File: src/rtl/uart1655_axil_pkg.sv
// Shared UART divisor defaults and register field widths, used by the tick
// generator and the divisor-latch register block.
package uart1655_axil_pkg;

    localparam int PRESC_W_DEF = 16;
    localparam int FRAC_W_DEF  = 4;
    localparam int OVS_DEF     = 16;

    // Divisor latch fields as laid out in the register map.
    localparam int DLL_W = 8;
    localparam int DLM_W = 8;
    localparam int DLF_W = FRAC_W_DEF;

    // Which rule governs the current edge, in priority order.
    typedef enum logic [2:0] {
        TG_LOAD,
        TG_HOLD,
        TG_STOP,
        TG_BOUND,
        TG_COUNT
    } tg_mode_e;

endpackage

File: src/rtl/uart1655_axil_fractickgen.sv
// Baud tick generator: integer prescaler with fractional carry accumulator,
// oversample sub-counter for the per-bit strobe, restart on load.
module uart1655_axil_fractickgen
    import uart1655_axil_pkg::*;
#(
    parameter int PRESC_W = PRESC_W_DEF,
    parameter int FRAC_W  = FRAC_W_DEF,
    parameter int OVS     = OVS_DEF
) (
    input  logic               clk,
    input  logic               reset_n,
    input  logic [PRESC_W-1:0] presc,
    input  logic [FRAC_W-1:0]  frac,
    input  logic               enable,
    input  logic               load,
    output logic               tick,
    output logic               bit_tick,
    output logic               running
);

    localparam int SUB_W = $clog2(OVS);
    localparam logic [SUB_W-1:0] SUB_LAST = SUB_W'(OVS - 1);

    logic [PRESC_W-1:0] cnt_q, cnt_d, presc_q, presc_d, cnt_reload;
    logic [FRAC_W-1:0]  acc_q, acc_d, frac_q, frac_d;
    logic [SUB_W-1:0]   sub_q, sub_d;
    logic               tick_q, tick_d, bit_tick_q, bit_tick_d, running_q;
    logic [FRAC_W:0]    acc_sum;
    tg_mode_e           mode;

    // Carry out of the fractional sum stretches this period by one cycle.
    assign acc_sum    = {1'b0, acc_q} + {1'b0, frac};
    assign cnt_reload = presc - PRESC_W'(1) + PRESC_W'(acc_sum[FRAC_W]);

    always_comb begin
        if (load)                 mode = TG_LOAD;
        else if (!enable)         mode = TG_HOLD;
        else if (presc_q == '0)   mode = TG_STOP;
        else if (cnt_q == '0)     mode = TG_BOUND;
        else                      mode = TG_COUNT;
    end

    always_comb begin
        cnt_d      = cnt_q;
        acc_d      = acc_q;
        sub_d      = sub_q;
        presc_d    = presc_q;
        frac_d     = frac_q;
        tick_d     = 1'b0;
        bit_tick_d = 1'b0;
        case (mode)
            TG_LOAD: begin
                presc_d = presc;
                frac_d  = frac;
                cnt_d   = '0;
                acc_d   = '0;
                sub_d   = '0;
            end
            TG_HOLD: ;
            TG_STOP: begin
                presc_d = presc;
                frac_d  = frac;
                cnt_d   = '0;
                acc_d   = '0;
            end
            TG_BOUND: begin
                tick_d     = 1'b1;
                bit_tick_d = (sub_q == SUB_LAST);
                sub_d      = sub_q + SUB_W'(1);
                presc_d    = presc;
                frac_d     = frac;
                // A zero divisor still emits this tick, then parks in stop.
                if (presc == '0) begin
                    cnt_d = '0;
                    acc_d = '0;
                end else begin
                    cnt_d = cnt_reload;
                    acc_d = acc_sum[FRAC_W-1:0];
                end
            end
            TG_COUNT: cnt_d = cnt_q - PRESC_W'(1);
            default: ;
        endcase
    end

    always_ff @(posedge clk or negedge reset_n) begin
        if (!reset_n) begin
            cnt_q      <= '0;
            acc_q      <= '0;
            sub_q      <= '0;
            presc_q    <= '0;
            frac_q     <= '0;
            tick_q     <= 1'b0;
            bit_tick_q <= 1'b0;
            running_q  <= 1'b0;
        end else begin
            cnt_q      <= cnt_d;
            acc_q      <= acc_d;
            sub_q      <= sub_d;
            presc_q    <= presc_d;
            frac_q     <= frac_d;
            tick_q     <= tick_d;
            bit_tick_q <= bit_tick_d;
            running_q  <= (presc_d != '0);
        end
    end

    assign tick     = tick_q;
    assign bit_tick = bit_tick_q;
    assign running  = running_q;

endmodule

File: config.mk
export PLATFORM = sky130hd
export DESIGN_NAME = uart1655_axil_fractickgen
export DESIGN_NICKNAME = d
export VERILOG_FILES = /design/src/rtl/uart1655_axil_pkg.sv /design/src/rtl/uart1655_axil_fractickgen.sv
export SDC_FILE = /design/constraint.sdc
export NUM_CORES = 1
export LEC_CHECK = 0
export CAP_MARGIN = 25
export CORE_MARGIN = 2
export CORE_UTILIZATION = 40
export DETAILED_ROUTE_END_ITERATION = 6
export MAX_ROUTING_LAYER = met4
export SKIP_CTS_REPAIR_TIMING = 1
export SYNTH_ARGS = -nofsm -noshare
export SYNTH_HDL_FRONTEND = slang
export SYNTH_SLANG_ARGS = --single-unit
export TNS_END_PERCENT = 5
File: constraint.sdc
create_clock -name clk -period 3.7 [get_ports clk]
set_input_delay 0.74 -clock clk [delete_from_list [all_inputs] [get_ports clk]]
set_output_delay 0.74 -clock clk [all_outputs]
set_load 0.02 [all_outputs]
==> Word level (Yosys, flattened, before mapping) <==
Index checks and enable logic that the tools add are counted.
{ "word_totals": {"ff_bits": 43, "inputBits": 24, "output_inout_bits": 3, "elab_cells": 38} }
{ "classes": {"addsub": 5, "n_eq_ne": 4, "muxes": 12, "reduce_logical": 10} }
{ "op_table": {"columns": ["op", "n"], "rows": [
  ["zero test 16 bit", 3],
  ["one-hot mux 16 bit (3 select lines)", 1],
  ["2-to-1 mux 16 bit", 2],
  ["subtractor 16 x 1 -> 16 bit, second input constant", 2],
  ["adder 16 x 1 -> 16 bit", 1],
  ["one-hot mux 4 bit (2 select lines)", 2],
  ["nonzero test 16 bit", 1],
  ["2-to-1 mux 3 bit", 4],
  ["== test 3 x 2 -> 1 bit, second input constant", 2],
  ["adder 4 x 4 -> 5 bit", 1],
  ["adder 4 x 1 -> 4 bit, second input constant", 1],
  ["== test 4 bit, second input constant", 1],
  ["2-to-1 mux 4 bit", 1],
  ["nonzero test 2 bit", 2],
  ["== test 3 bit, second input constant", 1],
  ["zero test 3 bit", 1],
  ["nonzero test 3 bit", 1],
  ["OR reduction 3 bit", 1],
  ["2-to-1 mux 1 bit", 2],
  ["OR reduction 2 bit", 1]
]} }

==> Depth between registers and ports, before layout <==
{ "depth": {"depth_word": 9, "depth_mapped": 13, "mapped_depth_nobuf": 13} }

==> Worst setup path before layout <==
OpenSTA, ideal clock, no wires.
{ "synth_path": {"path_type": "in2reg", "from": "input frac[0]", "to": "register cnt_q[11]", "arrival_ns": 2.944, "required_time_ns": 3.579, "slack_ns": 0.635, "path_stages": 13, "n_path_buf": 1, "cell_sequence": "ha_1 > inv_1 > fa_1 > inv_1 > a21o_1 > a21oi_1 > ha_1 > or4b_2 > clkbuf_1 > nor4_1 > xor2_1 > a22oi_1 > nand2_1"} }
{ "synth_between": {"elab_chain_cells": 4} }
{ "synth_lines": {"columns": ["item", "line", "source"], "rows": [
  ["start: declaration", "uart1655_axil_fractickgen.sv:13", "input logic [FRAC_W-1:0] frac,"],
  ["adder 4 x 4 -> 5 bit", "uart1655_axil_fractickgen.sv:32", "assign acc_sum = {1'b0, acc_q} + {1'b0, frac};"],
  ["adder 16 x 1 -> 16 bit", "uart1655_axil_fractickgen.sv:33", "assign cnt_reload = presc - PRESC_W'(1) + PRESC_W'(acc_sum[FRAC_W]);"],
  ["2-to-1 mux 16 bit", "uart1655_axil_fractickgen.sv:73", "if (presc == '0) begin"],
  ["one-hot mux 16 bit (3 select lines)", "uart1655_axil_fractickgen.sv:51", "case (mode)"],
  ["end signal: assignment", "uart1655_axil_fractickgen.sv:97", "cnt_q <= cnt_d;"],
  ["end: declaration", "uart1655_axil_fractickgen.sv:24", "logic [PRESC_W-1:0] cnt_q, cnt_d, presc_q, presc_d, cnt_reload;"]
]} }
No other way between the ends.
A chain may end at the register's enable or synchronous reset.

==> Worst setup path after layout <==
Same ends and word-level chain as after synthesis.

==> reports/results.tsv <==
stage	metric	value	unit
sta	Sum Neg Setup Slack	0	ns
cells_and_area	share of cells above drive strength 1	0.1569	
synth	syn avg cell area	9.780	um^2
cells_and_area	n_diodes	0	
clock_network	Worst-Skew Late Latency	0.30	ns
sta	max-slew violations	0	
worst_setup_path	crit-path max FO	7	
cells_and_area	multi-input logic area	0.001479	mm^2
worst_setup_path	Setup crit start kind	input pin	
worst_setup_path	Buf/Inv on CP	3	
sta	final setup vio count	0	
worst_setup_path	critical setup path kind	input pin to flop	
min_path	hold crit path type	input pin to asynchronous set/reset pin	
grt	first-pass GRT wire length	11200	um
sta	Setup Skew	0.005069	ns
synth	largest family of logic cells by synthesized area	simple AND/OR/NAND/NOR gates	
sta	min Tclk post-route	3.313	ns
clock_network	clock sink total	43	
clock_network	Clock transition at path regs	0.09	ns
run	max-cap viol count	0	
synth	sequential fraction of the synthesis area	0.4030	
routing	Post-route DRC	0	
sta	unrepaired setup endpoints after global routing	false	
grt	largest net degree at the start of global routing	44	
place	hpwl dp	4811	um
place	pre-CTS setup slack	0.05230	ns
routing	final wirelength	6565	um
worst_setup_path	Crit path required time	3.89	ns
sta	Final Hold Vio Count	0	
clock_network	Max Root-Sink Buffers	2	
worst_setup_path	Crit. End Element	flop	
clock_network	CTS root buf	clkbuf_8	
routing	DR vias/cell	5.890	
synth	cells after synthesis	273	
synth	Synth Area in XOR/XNOR	0.05248	
synth	Post-Synth Adder-Cell Area	0.04967	
place	PortBufs	26	
worst_setup_path	Worst path top cell family by delay	simple AND/OR/NAND/NOR gates	
place	GP Congestion	0.8943	
grt	total track usage	0.1971	
synth	post-synthesis mux area share	0.06279	
clock_network	H-tree depth	2	
sta	setup slack after layout	0.3875	ns
die	Initial Util	0.4181	
worst_setup_path	CP arrival	3.50	ns
grt	GR Overflow Total	0	
die	row count	29	
worst_setup_path	critical path's largest stage delay	0.70	ns
cells_and_area	NumNets Final	339	
grt	initial antenna violation count	0	
worst_setup_path	Crit-path slowest cell	or4b_2	
worst_setup_path	worst path cell trace	clkdlybuf4s50_1, ha_1, inv_1, fa_1, inv_1, a21o_1, a21oi_1, ha_1, or4b_2, nor4_1, xor2_1, a22oi_1, nand2_1	
synth	synthesis-stage register bit count	43	
die	Die Wd	85.70	um
sta	minimum hold slack	0.3371	ns
synth	Compound-Gate Fraction of Synth Area	0.1467	
sta	Worst Max-Slew Pin Slew	0.6998	ns
synth	ys async rst share	1.000	
sta	Max Clk Rate	301.9	MHz
synth	Most used DFF post-synth	dfrtp_1	
cells_and_area	Fillers	618	
clock_network	CTS tree	done	
cells_and_area	Seq. cell area	0.001076	mm^2
clock_network	CTS Buf Count	5	
synth	Ys Warns	0	
synth	EDFF count, synth	0	
die	io pins	27	
sta	slew margin rel.	0.5318	
sta	Final Cycle Share	0.8953	
cells_and_area	Layout Area Growth over Synthesis	19.35	%
synth	Simple-Gate Fraction of Synth Area	0.2423	
synth	Synth Net Count	307	
power	pwr dens	570.7	mW/mm^2
power	total leakage power	1.326	nW
routing	routed wire length per instance	17.14	um
die	full die area	0.007344	mm^2
power	Max IR drop VDD	0.2879	mV
grt	via count of the first global-routing pass	2178	
die	core area	0.006386	mm^2
routing	Vias	2256	
routing	ANT nets after route	0	
status	status	finished clean	
synth	Synth Cell Area	0.002670	mm^2
routing	drt pass-1 iters	4	
synth	Distinct cells, synth	54	
routing	initial DRC count	211	
die	die height	85.70	um
-- placed cells by master (no fill, tap or decap), types with 3 or more instances in the layout --
cell type and count:
inv_1 13, clkdlybuf4s50_1 25, a22oi_1 8, nor3b_1 3, nor2b_1 3, nor2_1 15, nand3_1 12, o31ai_1 5
o21ai_0 8, ha_1 9, nor4_1 14, xor2_1 10, buf_4 12, o22ai_1 3, nand4_1 6, or2_2 3
dfrtp_1 43, or4_1 5, o2bb2ai_1 3, o21ai_1 4, nand2_1 15, nor3_1 7, xnor2_1 6, clkbuf_8 6
or3_1 4, mux2_2 14, o211ai_1 3, a21oi_1 7
-- synth_stat cells, types with 6 or more instances --
library cell	count	share of area
nand4_1	6	0.014
a21oi_1	7	0.013
nor2_1	15	0.021
clkbuf_1	7	0.0098
nor4_1	14	0.033
inv_1	13	0.018
ha_1	9	0.042
xnor2_1	6	0.020
xor2_1	10	0.033
o21ai_0	8	0.015
nor3_1	7	0.013
dfrtp_1	43	0.40
nand2_1	15	0.021
mux2_2	14	0.059
nand3_1	12	0.022
a22oi_1	8	0.022
-- worst register-to-register path, delay by kind of cell, from the launching register on --
family	cells	cell delay, ns
buf+inv	2	0.12
compound gates	3	0.46
xor+xnor	1	0.12
simple gates	3	1.04
flops	1	0.39
fa+ha+maj	3	0.60
-- sequential cells by signal (all words and copies together), names as in the netlist --
| name | count |
|---|---|
| sub_q | 4 |
| running | 1 |
| acc_q | 4 |
| bit_tick | 1 |
| tick | 1 |
| presc_q | 16 |
| cnt_q | 16 |
-- per-layer routing --
layer / vias up / share of wire / GRT usage
met5: - / 0 / -
met4: 0 / 0.014 / 0.05772
met3: 8 / 0.045 / 0.02791
met2: 63 / 0.45 / 0.2898
met1: 1098 / 0.49 / 0.2842
li1: 1087 / - / -
-- worst paths after layout --
kind / startpoint / end / slack, ns / cells after the start
setup / recovery: frac[0] / cnt_q[11] / 0.39 / 13
hold / removal: reset_n / cnt_q[6] / 0.34 / 1
setup reg to reg: acc_q[0] / cnt_q[11] / 0.86 / 12
hold reg to reg: acc_q[3] / acc_q[3] / 0.51 / 1
max in group asynchronous: reset_n / presc_q[11] / 2.89 / 2
min in group clk: acc_q[3] / acc_q[3] / 0.51 / 1
-- logic make-up after synthesis --
logic type	after synthesis
buf+inv	27
flops	43
mux	15
fa+ha+maj	10
simple gates	108
xor+xnor	16
compound gates	54
-- layout make-up --
type,count,area share
Inverter,13,0.01531
Clock buffer,6,0.02591
Clock inverter,2,0.01217
Multi-Input combinational cell,203,0.4641
Tap cell,77,0.03023
Timing Repair Buffer,39,0.1146
Sequential cell,43,0.3377
-- metrics by stage --
stage	cells	instance area (um^2)	total power, mW	util
floorplan	273	2670	1.202	-
global placement	374	3045	1.403	0.4769
detailed placement	374	3045	1.412	0.4769
CTS	382	3167	1.817	0.4959
global route	383	3187	1.951	0.4990
finish	383	3187	1.819	0.4990
-- report_power, final --
part | total (mW) | switching, mW | internal [mW]
combinational | 0.743 | 0.408 | 0.335
sequential | 0.678 | 0.0995 | 0.579
clock | 0.397 | 0.175 | 0.222
Note: power is estimated with default switching activity, not from simulation.
